File: src/rtl/nnrv_pkg.sv
// nnrv_pkg: shared types and constants for the data-RAM arbiter.
package nnrv_pkg;
  typedef enum logic [1:0] {OWN_IDLE, OWN_IF, OWN_MEM} owner_e;
  localparam int STARVE_MAX_DEF = 4;
  localparam logic [3:0] FULL_MASK = 4'b1111;
endpackage

File: src/rtl/nnrv_starve_cnt.sv
// nnrv_starve_cnt: saturating counter of consecutive IF-denied cycles.
module nnrv_starve_cnt #(
  parameter int CNT_W = 3,
  parameter int MAX   = 4
) (
  input  logic i_clk,
  input  logic i_rst_n,
  input  logic i_inc,
  input  logic i_clr,
  output logic o_sat
);
  logic [CNT_W-1:0] r_cnt;
  assign o_sat = r_cnt == CNT_W'(MAX);
  always_ff @(posedge i_clk or negedge i_rst_n)
    if (!i_rst_n) r_cnt <= '0;
    else if (i_clr) r_cnt <= '0;
    else if (i_inc && !o_sat) r_cnt <= r_cnt + 1'b1;
endmodule

File: src/rtl/nnrv_ram_arb.sv
// nnrv_ram_arb: shares the single-port data RAM between IF and MEM,
// with one-cycle read response routing and IF anti-starvation.
module nnrv_ram_arb import nnrv_pkg::*; #(
  parameter int XLEN       = 32,
  parameter int STARVE_MAX = STARVE_MAX_DEF,
  parameter int CNT_W      = 3
) (
  input  logic            i_clk,
  input  logic            i_rst_n,
  input  logic            i_if_req,
  input  logic [XLEN-1:0] i_if_addr,
  output logic            o_if_gnt,
  output logic            o_if_rvalid,
  output logic [XLEN-1:0] o_if_rdata,
  output logic            o_if_stall,
  input  logic            i_mem_req,
  input  logic            i_mem_we,
  input  logic [XLEN-1:0] i_mem_addr,
  input  logic [3:0]      i_mem_mask,
  input  logic [XLEN-1:0] i_mem_wdata,
  output logic            o_mem_gnt,
  output logic            o_mem_rvalid,
  output logic [XLEN-1:0] o_mem_rdata,
  output logic            o_mem_stall,
  output logic            o_ram_en,
  output logic            o_ram_we,
  output logic [XLEN-1:0] o_ram_addr,
  output logic [3:0]      o_ram_mask,
  output logic [XLEN-1:0] o_ram_wdata,
  input  logic [XLEN-1:0] i_ram_rdata
);
  logic   w_sat, w_if_deny, w_mem_acc;
  owner_e r_state;
  nnrv_starve_cnt #(.CNT_W(CNT_W), .MAX(STARVE_MAX)) u_starve (
    .i_clk   (i_clk),
    .i_rst_n (i_rst_n),
    .i_inc   (w_if_deny),
    .i_clr   (~w_if_deny),
    .o_sat   (w_sat)
  );
  assign o_if_gnt    = i_if_req & (~i_mem_req | w_sat);
  assign o_mem_gnt   = i_mem_req & ~o_if_gnt;
  assign w_if_deny   = i_if_req & ~o_if_gnt;
  assign o_if_stall  = w_if_deny;
  assign o_mem_stall = i_mem_req & ~o_mem_gnt;
  // an all-zero-mask store completes its handshake without touching the RAM
  assign w_mem_acc   = o_mem_gnt & ~(i_mem_we & (i_mem_mask == 4'b0000));
  assign o_ram_en    = o_if_gnt | w_mem_acc;
  assign o_ram_we    = w_mem_acc & i_mem_we;
  assign o_ram_addr  = o_if_gnt ? i_if_addr : w_mem_acc ? i_mem_addr : '0;
  assign o_ram_mask  = o_if_gnt ? FULL_MASK : w_mem_acc ? i_mem_mask : 4'b0000;
  assign o_ram_wdata = w_mem_acc ? i_mem_wdata : '0;
  always_ff @(posedge i_clk or negedge i_rst_n)
    if (!i_rst_n) r_state <= OWN_IDLE;
    else r_state <= o_if_gnt ? OWN_IF : (o_mem_gnt && !i_mem_we) ? OWN_MEM : OWN_IDLE;
  assign o_if_rvalid  = r_state == OWN_IF;
  assign o_mem_rvalid = r_state == OWN_MEM;
  assign o_if_rdata   = o_if_rvalid ? i_ram_rdata : '0;
  assign o_mem_rdata  = o_mem_rvalid ? i_ram_rdata : '0;
endmodule

File: config.mk
export PLATFORM = sky130hd
export DESIGN_NAME = nnrv_ram_arb
export DESIGN_NICKNAME = d
export VERILOG_FILES = /design/src/rtl/nnrv_pkg.sv /design/src/rtl/nnrv_starve_cnt.sv /design/src/rtl/nnrv_ram_arb.sv
export SDC_FILE = /design/constraint.sdc
export NUM_CORES = 1
export LEC_CHECK = 0
export BUFFER_PORTS_ARGS = -buffer_cell sky130_fd_sc_hd__buf_2
export CAP_MARGIN = 20
export CORE_AREA = 10 10 100 102
export DETAILED_ROUTE_END_ITERATION = 10
export DIE_AREA = 0 0 110 112
export GPL_TIMING_DRIVEN = 0
export MAX_ROUTING_LAYER = met4
export PLACE_DENSITY_LB_ADDON = 0.25
export SYNTH_ARGS = -nofsm -noshare
export SYNTH_HDL_FRONTEND = slang
export SYNTH_SLANG_ARGS = --single-unit
File: constraint.sdc
create_clock -name i_clk -period 3.4 [get_ports i_clk]
set_input_delay 0.68 -clock i_clk [delete_from_list [all_inputs] [get_ports i_clk]]
set_output_delay 0.68 -clock i_clk [all_outputs]
set_load 0.01 [all_outputs]
==> results of run 1 <==
synth_stat cells:
master,n
sky130_fd_sc_hd__ha_1,2
sky130_fd_sc_hd__buf_2,3
sky130_fd_sc_hd__a21oi_1,1
sky130_fd_sc_hd__and2_1,98
sky130_fd_sc_hd__a21boi_1,1
sky130_fd_sc_hd__a211oi_2,1
sky130_fd_sc_hd__and3_1,1
sky130_fd_sc_hd__dfrtp_1,5
sky130_fd_sc_hd__nand2_1,1
sky130_fd_sc_hd__nor4b_4,1
sky130_fd_sc_hd__buf_6,6
sky130_fd_sc_hd__a21o_1,4
sky130_fd_sc_hd__or2_2,1
sky130_fd_sc_hd__nor2_1,4
sky130_fd_sc_hd__inv_2,1
sky130_fd_sc_hd__a22o_1,32
sky130_fd_sc_hd__inv_1,5
sky130_fd_sc_hd__nor2b_1,2
sky130_fd_sc_hd__nand3_1,1
sky130_fd_sc_hd__clkbuf_1,8
sky130_fd_sc_hd__nor3_1,1
sky130_fd_sc_hd__xnor2_1,1
worst max-delay path, delay by kind of cell, from the launching register on:
kind,cells,cell delay (ps)
AOI/OAI and AO/OA,2,450
adders and majority gates,1,160
buffers and inverters,4,740
DFF,1,390
and+or+nand+nor,1,70
logic make-up after synthesis:
logic type	count (synthesis)
AND/OR/NAND/NOR	110
AO/OA/AOI/OAI	39
buffers and inverters	23
flip-flops	5
XOR/XNOR	1
adder cells (fa/ha/maj)	2
flip-flops by register name, indices dropped and copies added (netlist names):
signal          flops
r_state             2
u_starve.r_cnt      3
layer usage:
layer	wire [um]	part of all wire (%)
met4	84	0.88
met2	5094	53
met1	3159	33
met3	1238	13
met5	0	0
area by class of cell:
cell class / instances / share of cell area [%]
Clock buffer: 4 / 1.565
Sequential cell: 5 / 4.348
Tap cell: 105 / 4.565
Inverter: 6 / 0.7826
Buffer: 17 / 3.913
Timing Repair Buffer: 276 / 48.00
Multi-Input combinational cell: 152 / 36.83
stage by stage:
stage / utilization, % / power (W) / hold slack (ps) / cell area, sq um / worst slack [ps]
6_report: 35.74 / 0.0005113 / 266.8 / 2878 / 688.8
5_1_grt: 35.74 / 0.0005548 / 269.0 / 2878 / 477.8
4_1_cts: 35.74 / 0.0005235 / 264.5 / 2878 / 629.2
3_5_place_dp: 35.18 / 0.0004108 / 457.2 / 2833 / 704.6
3_3_place_gp: 35.18 / 0.0004079 / 454.6 / 2833 / 726.9
2_1_floorplan: - / 0.0002178 / 384.4 / 1320 / 1152
power by group through the flow:
stage	registers, W	logic [W]	clock network, W
2_1_floorplan	0.0000639	0.000154	0
3_3_place_gp	0.0000641	0.000344	0
3_5_place_dp	0.0000642	0.000347	0
4_1_cts	0.0000635	0.000347	0.000113
5_1_grt	0.0000639	0.000374	0.000117
6_report	0.0000635	0.000339	0.000109
worst paths after layout:
kind | end | cells past startpoint | slack [ps]
setup / recovery | o_ram_addr[17] | 8 | 690
hold / removal | u_starve.r_cnt[0]$_DFFE_PN0P_ | 1 | 270
setup reg to reg | r_state[0]$_DFF_PN0_ | 5 | 2010
hold reg to reg | u_starve.r_cnt[0]$_DFFE_PN0P_ | 1 | 460
max in group asynchronous | r_state[1]$_DFF_PN0_ | 1 | 3000
min in group i_clk | u_starve.r_cnt[0]$_DFFE_PN0P_ | 1 | 460
==> run metrics, run 1 <==
status=finished clean; synthesized-area fraction occupied by xor and xnor cells=0.6635%; cell-by-cell listing of the critical path=inv_1 > ha_1 > nand2_1 > a21boi_1 > buf_2 > buf_2 > a22o_1 > buf_2; Skew-Pair Late Insertion Delay=220 ps; PD cells=177.7 nW/um^2; area inside the core boundary=8051 sq um; part of the cycle the worst path needs=79.74%; antenna violations before repair=0; Final Critical Period=~2700 ps; final setup violation count=0; fraction of synthesized area in multiplexers=0%; met3 routing resource usage after global routing=4.556%; NumNets Final=600; Internal Pwr Total=~0.00032 W; Crit path arrival time=a little over 2000 ps; warnings from Yosys=0; count of standard-cell rows=33; Fin Clk Skew=2.610 ps; synth-to-layout area growth=118.0%; sequential-to-total area share from yosys stat=about a tenth; Avg Vias per Cell=between 4 and 5; clock net sink count=5; # diodes=0; actual slew at the worst max-slew pin=~430 ps; buffers from clock root to sink, at most=2; Total Die Area=12320 sq um; total area of sequential cells=125.1 sq um; peak fanout along the critical path=10; final slew viol count=0; multi-input combinational cell area=roughly 1100 sq um; launch point of the worst path=u_starve.r_cnt[0]$_DFFE_PN0P_; static power due to leakage=1.896 nW; simple-gate portion of the synthesized area=52.32%; syn_nets=319; cell type contributing the most total cell area after synthesis=sky130_fd_sc_hd__and2_1; fraction of post-synthesis cell area in the top cell type by area=46.45%; Fmax=roughly 370 MHz; Sequential Power Share=12.4%; nature of the critical path startpoint=register; top post-synthesis cells by area=sky130_fd_sc_hd__and2_1 (46%), sky130_fd_sc_hd__a22o_1 (21%), sky130_fd_sc_hd__dfrtp_1 (9.5%), sky130_fd_sc_hd__buf_6 (5.1%), sky130_fd_sc_hd__a21o_1 (2.3%); Port Buf Inserts=~280; net load switching power=0.0001951 W; DRC marker count from the first detailed-route iteration=80; delay of the slowest critical-path stage=390 ps; most frequent cells in the layout=sky130_fd_sc_hd__buf_2 (279), sky130_fd_sc_hd__and2_1 (98), sky130_fd_sc_hd__a22o_1 (32); met2 Use GR=a little over a quarter; Worst Path Class, Setup=register to output port; via count of the first global-routing pass=2570; total DRC errors in the routed layout=0; top-level port count=277; cell area after synthesis=1320 sq um; number of hold violations in the final report=0; post-synthesis share of cell area spent on full adders, half adders and majority gates=1.896%; sum of negative setup slack=0 ps; crit path capture type=output port; worst flop-to-flop path startpoint=u_starve.r_cnt[0]$_DFFE_PN0P_; dominant combinational cell family by area after synthesis=simple AND/OR/NAND/NOR gates; Crit path top cell by count=sky130_fd_sc_hd__buf_2; number of gates given a new drive strength after cts=0; Post-CTS Setup Inserts=0; GR Util met1=12.82%; placed cell count=561; average cell area after synthesis=7.333 sq um; number of non-filler instances in the completed layout=565; Worst slew margin=71.41%; fill count=892; commonest non-fill, non-tap cell in the layout=sky130_fd_sc_hd__buf_2; final routed wirelength across all metal layers=9575 um; Routability Congestion=0.8424; clock share of power=21.3%; RSZ-0062 raised after global routing=no; Unique masters post-synth=22; mean routed wirelength per cell=around 17 um; overall routing resource usage=14.19%; share of layout cells above drive strength 1=63.48%; layer carrying the most global-route usage=met2; required time worst endpoint=roughly 2700 ps; first-pass GRT wire length=approximately 14000 um; Gate power share=roughly two thirds; final global-route overflow total=0; sum of net half-perimeters after detailed placement=8952 um; first-pass iteration count of the detailed router=4; instance count of the mapped netlist=between 150 and 200; Sw Share=38.15%; Root Buffer=sky130_fd_sc_hd__clkbuf_8; TritonCTS Buffers=3; starting density of the core=between 15 and 20%; TritonCTS clock tree=built; largest net degree at the start of global routing=12; height of the die=112 um; clock-pin slew reported for the worst setup and hold paths after clock tree synthesis=40 ps; # Max-Cap Violations=0; vias=2315; IR drop worst, VDD=0.00006426 V; Compound-Gate Fraction of Synth Area=25.40%; horizontal die dimension=110 um; remaining number of nets flagged by the antenna check after routing=0; CP max stage cell=sky130_fd_sc_hd__dfrtp_1; total of hold buffers inserted after clock tree synthesis=0; HP Class=input pin to asynchronous set/reset pin; flip-flop and latch count after synthesis=5; CTS H-Tree Depth=1
No activity file was read; power rests on OpenSTA's default activity.
==> run 2: changes to the inputs <==
--- a/config.mk
+++ b/config.mk
@@ -7,9 +7,9 @@
 export LEC_CHECK = 0
 export BUFFER_PORTS_ARGS = -buffer_cell sky130_fd_sc_hd__buf_2
 export CAP_MARGIN = 20
-export CORE_AREA = 10 10 100 102
+export CORE_AREA = 10 10 99 101
 export DETAILED_ROUTE_END_ITERATION = 10
-export DIE_AREA = 0 0 110 112
+export DIE_AREA = 0 0 109 111
 export GPL_TIMING_DRIVEN = 0
 export MAX_ROUTING_LAYER = met4
 export PLACE_DENSITY_LB_ADDON = 0.25
==> constraint.sdc (replaced) <==
create_clock -name i_clk -period 2.3 [get_ports i_clk]
set_input_delay 0.46 -clock i_clk [delete_from_list [all_inputs] [get_ports i_clk]]
set_output_delay 0.46 -clock i_clk [all_outputs]
set_load 0.01 [all_outputs]
==> run 2 against run 1 <==
  * Critical path depth up 1
  * Register-to-register slack worse by 970 ps
  * Clock skew down 1.9 ps
  * Core utilization up 4.9 points
  * Worst hold slack worse by 220 ps
  * Power up 66%
  * Die area down 1.8%
  * First-iteration DRC count down 16%
  * Count of clock-buffer cells in the layout unchanged
  * Critical path type unchanged
  * Critical endpoint is now o_ram_addr[0]
==> run metrics, run 2 (synthesized netlist as in run 1, its figures left out) <==
status=finished clean; remaining number of nets flagged by the antenna check after routing=0 (unchanged); Routability Congestion=0.9074 (+7.7%); top-level port count=277 (unchanged); mean routed wirelength per cell=17.43 um (+2.8%); number of hold violations in the final report=0 (unchanged); largest net degree at the start of global routing=12 (unchanged); overall routing resource usage=15.01% (+0.82 points); Root Buffer=sky130_fd_sc_hd__clkbuf_8; sum of net half-perimeters after detailed placement=8914 um (-0.42%); crit path capture type=output port; share of layout cells above drive strength 1=68.71% (+5.2 points); net load switching power=0.0003149 W (+61%); final global-route overflow total=0 (unchanged); flip-flop count of the largest register after layout=3 (unchanged); final slew viol count=0 (unchanged); horizontal die dimension=109 um (-0.91%); biggest regs=u_starve.r_cnt: 3 flops, r_state: 2 flops; RSZ-0062 raised after global routing=yes; # Max-Cap Violations=0 (unchanged); area inside the core boundary=7969 sq um (-1.0%); buffers from clock root to sink, at most=2 (unchanged); number of non-filler instances in the completed layout=580 (+2.7%); min setup slack post-route=25.45 ps (-663.3 ps); Worst slew margin=71.13% (-0.28 points); synth-to-layout area growth=145.6%; clock share of power=19.5% (-1.8 points); first-pass iteration count of the detailed router=4 (unchanged); count of standard-cell rows=33 (unchanged); actual slew at the worst max-slew pin=432.2 ps (+4.190 ps); Skew-Pair Late Insertion Delay=220 ps (about the same); Port Buf Inserts=276 (unchanged); Sw Share=37.09% (-1.1 points); Total Die Area=12100 sq um (-1.8%); placed cell count=561 (unchanged); peak fanout along the critical path=5 (-5); commonest non-fill, non-tap cell in the layout=sky130_fd_sc_hd__buf_2; clock-pin slew reported for the worst setup and hold paths after clock tree synthesis=40 ps (about the same); Internal Pwr Total=0.0005340 W (+69%); height of the die=111 um (-0.89%); HP Class=input pin to asynchronous set/reset pin; register with the most flip-flops=u_starve.r_cnt; Worst Path Class, Setup=register to output port; total of hold buffers inserted after clock tree synthesis=0 (unchanged); CTS H-Tree Depth=1 (unchanged); NumNets Final=613 (+2.2%); final setup violation count=0 (unchanged); worst-case hold slack=44.37 ps (-222.4 ps); part of the cycle the worst path needs=98.89%; via count of the first global-routing pass=2657 (+3.4%); antenna violations before repair=2 (+2); Gate power share=69.5% (+3.2 points); static power due to leakage=2.045 nW (+7.8%); nature of the critical path startpoint=register; starting density of the core=16.56% (+0.17 points); final routed wirelength across all metal layers=10110 um (+5.6%); number of cells on the worst reg-to-reg path=5 (unchanged); clock net sink count=5 (unchanged); vias=2419 (+4.5%); PD cells=261.8 nW/um^2 (+47%); Fmax=439.6 MHz; TritonCTS clock tree=built; first-pass GRT wire length=14210 um (+5.0%); Avg Vias per Cell=4.171 (+1.8%); DRC marker count from the first detailed-route iteration=67 (-16%); Crit path arrival time=1810 ps (-220 ps); Placement Setup Slack=-59.48 ps (-764.1 ps); Fin Clk Skew=0.7546 ps (-1.856 ps); total DRC errors in the routed layout=0 (unchanged); Final Critical Period=2275 ps; most frequent cells in the layout=sky130_fd_sc_hd__buf_2 (254), sky130_fd_sc_hd__and2_1 (82), sky130_fd_sc_hd__a22o_1 (32); TritonCTS Buffers=3 (unchanged); required time worst endpoint=1840 ps (-880 ps); sum of negative setup slack=0 ps (unchanged); IR drop worst, VDD=0.0001080 V (+68%); Sequential Power Share=11.0% (-1.4 points)
==> run 2: cell count changes in the layout (fill, tap and decap cells not counted), sizes merged <==
| cell | delta |
|---|---|
| clkbuf | +2 |
| buf | +11 |
| diode | +2 |
==> run 2: routing by layer <==
metal,part of all wire [%],up-vias,track usage (%)
met2,52,167,28.21
met1,36,1058,14.48
li1,-,1187,-
met3,12,7,4.535
met4,0.79,0,3.254
met5,0,-,-
==> run 2: power groups by stage <==
| stage | logic, W | clock network [W] | registers (W) |
|---|---|---|---|
| 2_1_floorplan | 0.000227 | 0 | 0.0000945 |
| 3_3_place_gp | 0.000512 | 0 | 0.0000948 |
| 3_5_place_dp | 0.000514 | 0 | 0.0000953 |
| 4_1_cts | 0.000531 | 0.000169 | 0.0000938 |
| 5_1_grt | 0.000642 | 0.000174 | 0.0000942 |
| 6_report | 0.000590 | 0.000165 | 0.0000937 |
==> run 2: cell type report <==
cell class,instances,area [sq um]
diodes,2,5.005
repair buffers,290,1659
inverters,6,22.52
well taps,105,131.4
fillers,865,4727
plain buffers,16,135.1
multi-input cells,152,1119
flip-flops and latches,5,125.1
clock buffers,4,45.04
==> run 2: timing repair <==
item / CTS / global route
gates resized for setup: 10 / 51
buffers inserted: 5 / 4
endpoints found under the setup margin: 70 / 65
pin swaps: 2 / 17
gates cloned: 0 / 5
==> run 2: worst max-delay path, stage by stage (launching register included) <==
cell                       delay [ps]
sky130_fd_sc_hd__dfrtp_1          370
sky130_fd_sc_hd__inv_1             60
sky130_fd_sc_hd__ha_2             180
sky130_fd_sc_hd__and3_4           210
sky130_fd_sc_hd__a211oi_4          50
sky130_fd_sc_hd__buf_4            150
sky130_fd_sc_hd__buf_6            130
sky130_fd_sc_hd__buf_4            130
sky130_fd_sc_hd__a22o_1           170
sky130_fd_sc_hd__buf_2            140
==> run 2: metrics by stage <==
stage | utilization (%) | total power (W) | cell area (sq um)
5_1_grt | 40.68 | 0.0009099 | 3242
4_1_cts | 36.94 | 0.0007931 | 2944
6_report | 40.68 | 0.0008489 | 3242
3_5_place_dp | 35.55 | 0.0006094 | 2833
2_1_floorplan | - | 0.0003220 | 1320
3_3_place_gp | 35.55 | 0.0006063 | 2833
==> run 2: path summary, 6_finish.rpt <==
path / from / to / slack, ps
setup / recovery: u_starve.r_cnt[0]$_DFFE_PN0P_ / o_ram_addr[0] / 30
hold reg to reg: u_starve.r_cnt[0]$_DFFE_PN0P_ / u_starve.r_cnt[0]$_DFFE_PN0P_ / 550
max in group asynchronous: i_rst_n / r_state[1]$_DFF_PN0_ / 2130
hold / removal: i_rst_n / u_starve.r_cnt[0]$_DFFE_PN0P_ / 40
min in group i_clk: i_mem_we / r_state[1]$_DFF_PN0_ / 440
setup reg to reg: u_starve.r_cnt[0]$_DFFE_PN0P_ / r_state[0]$_DFF_PN0_ / 1040
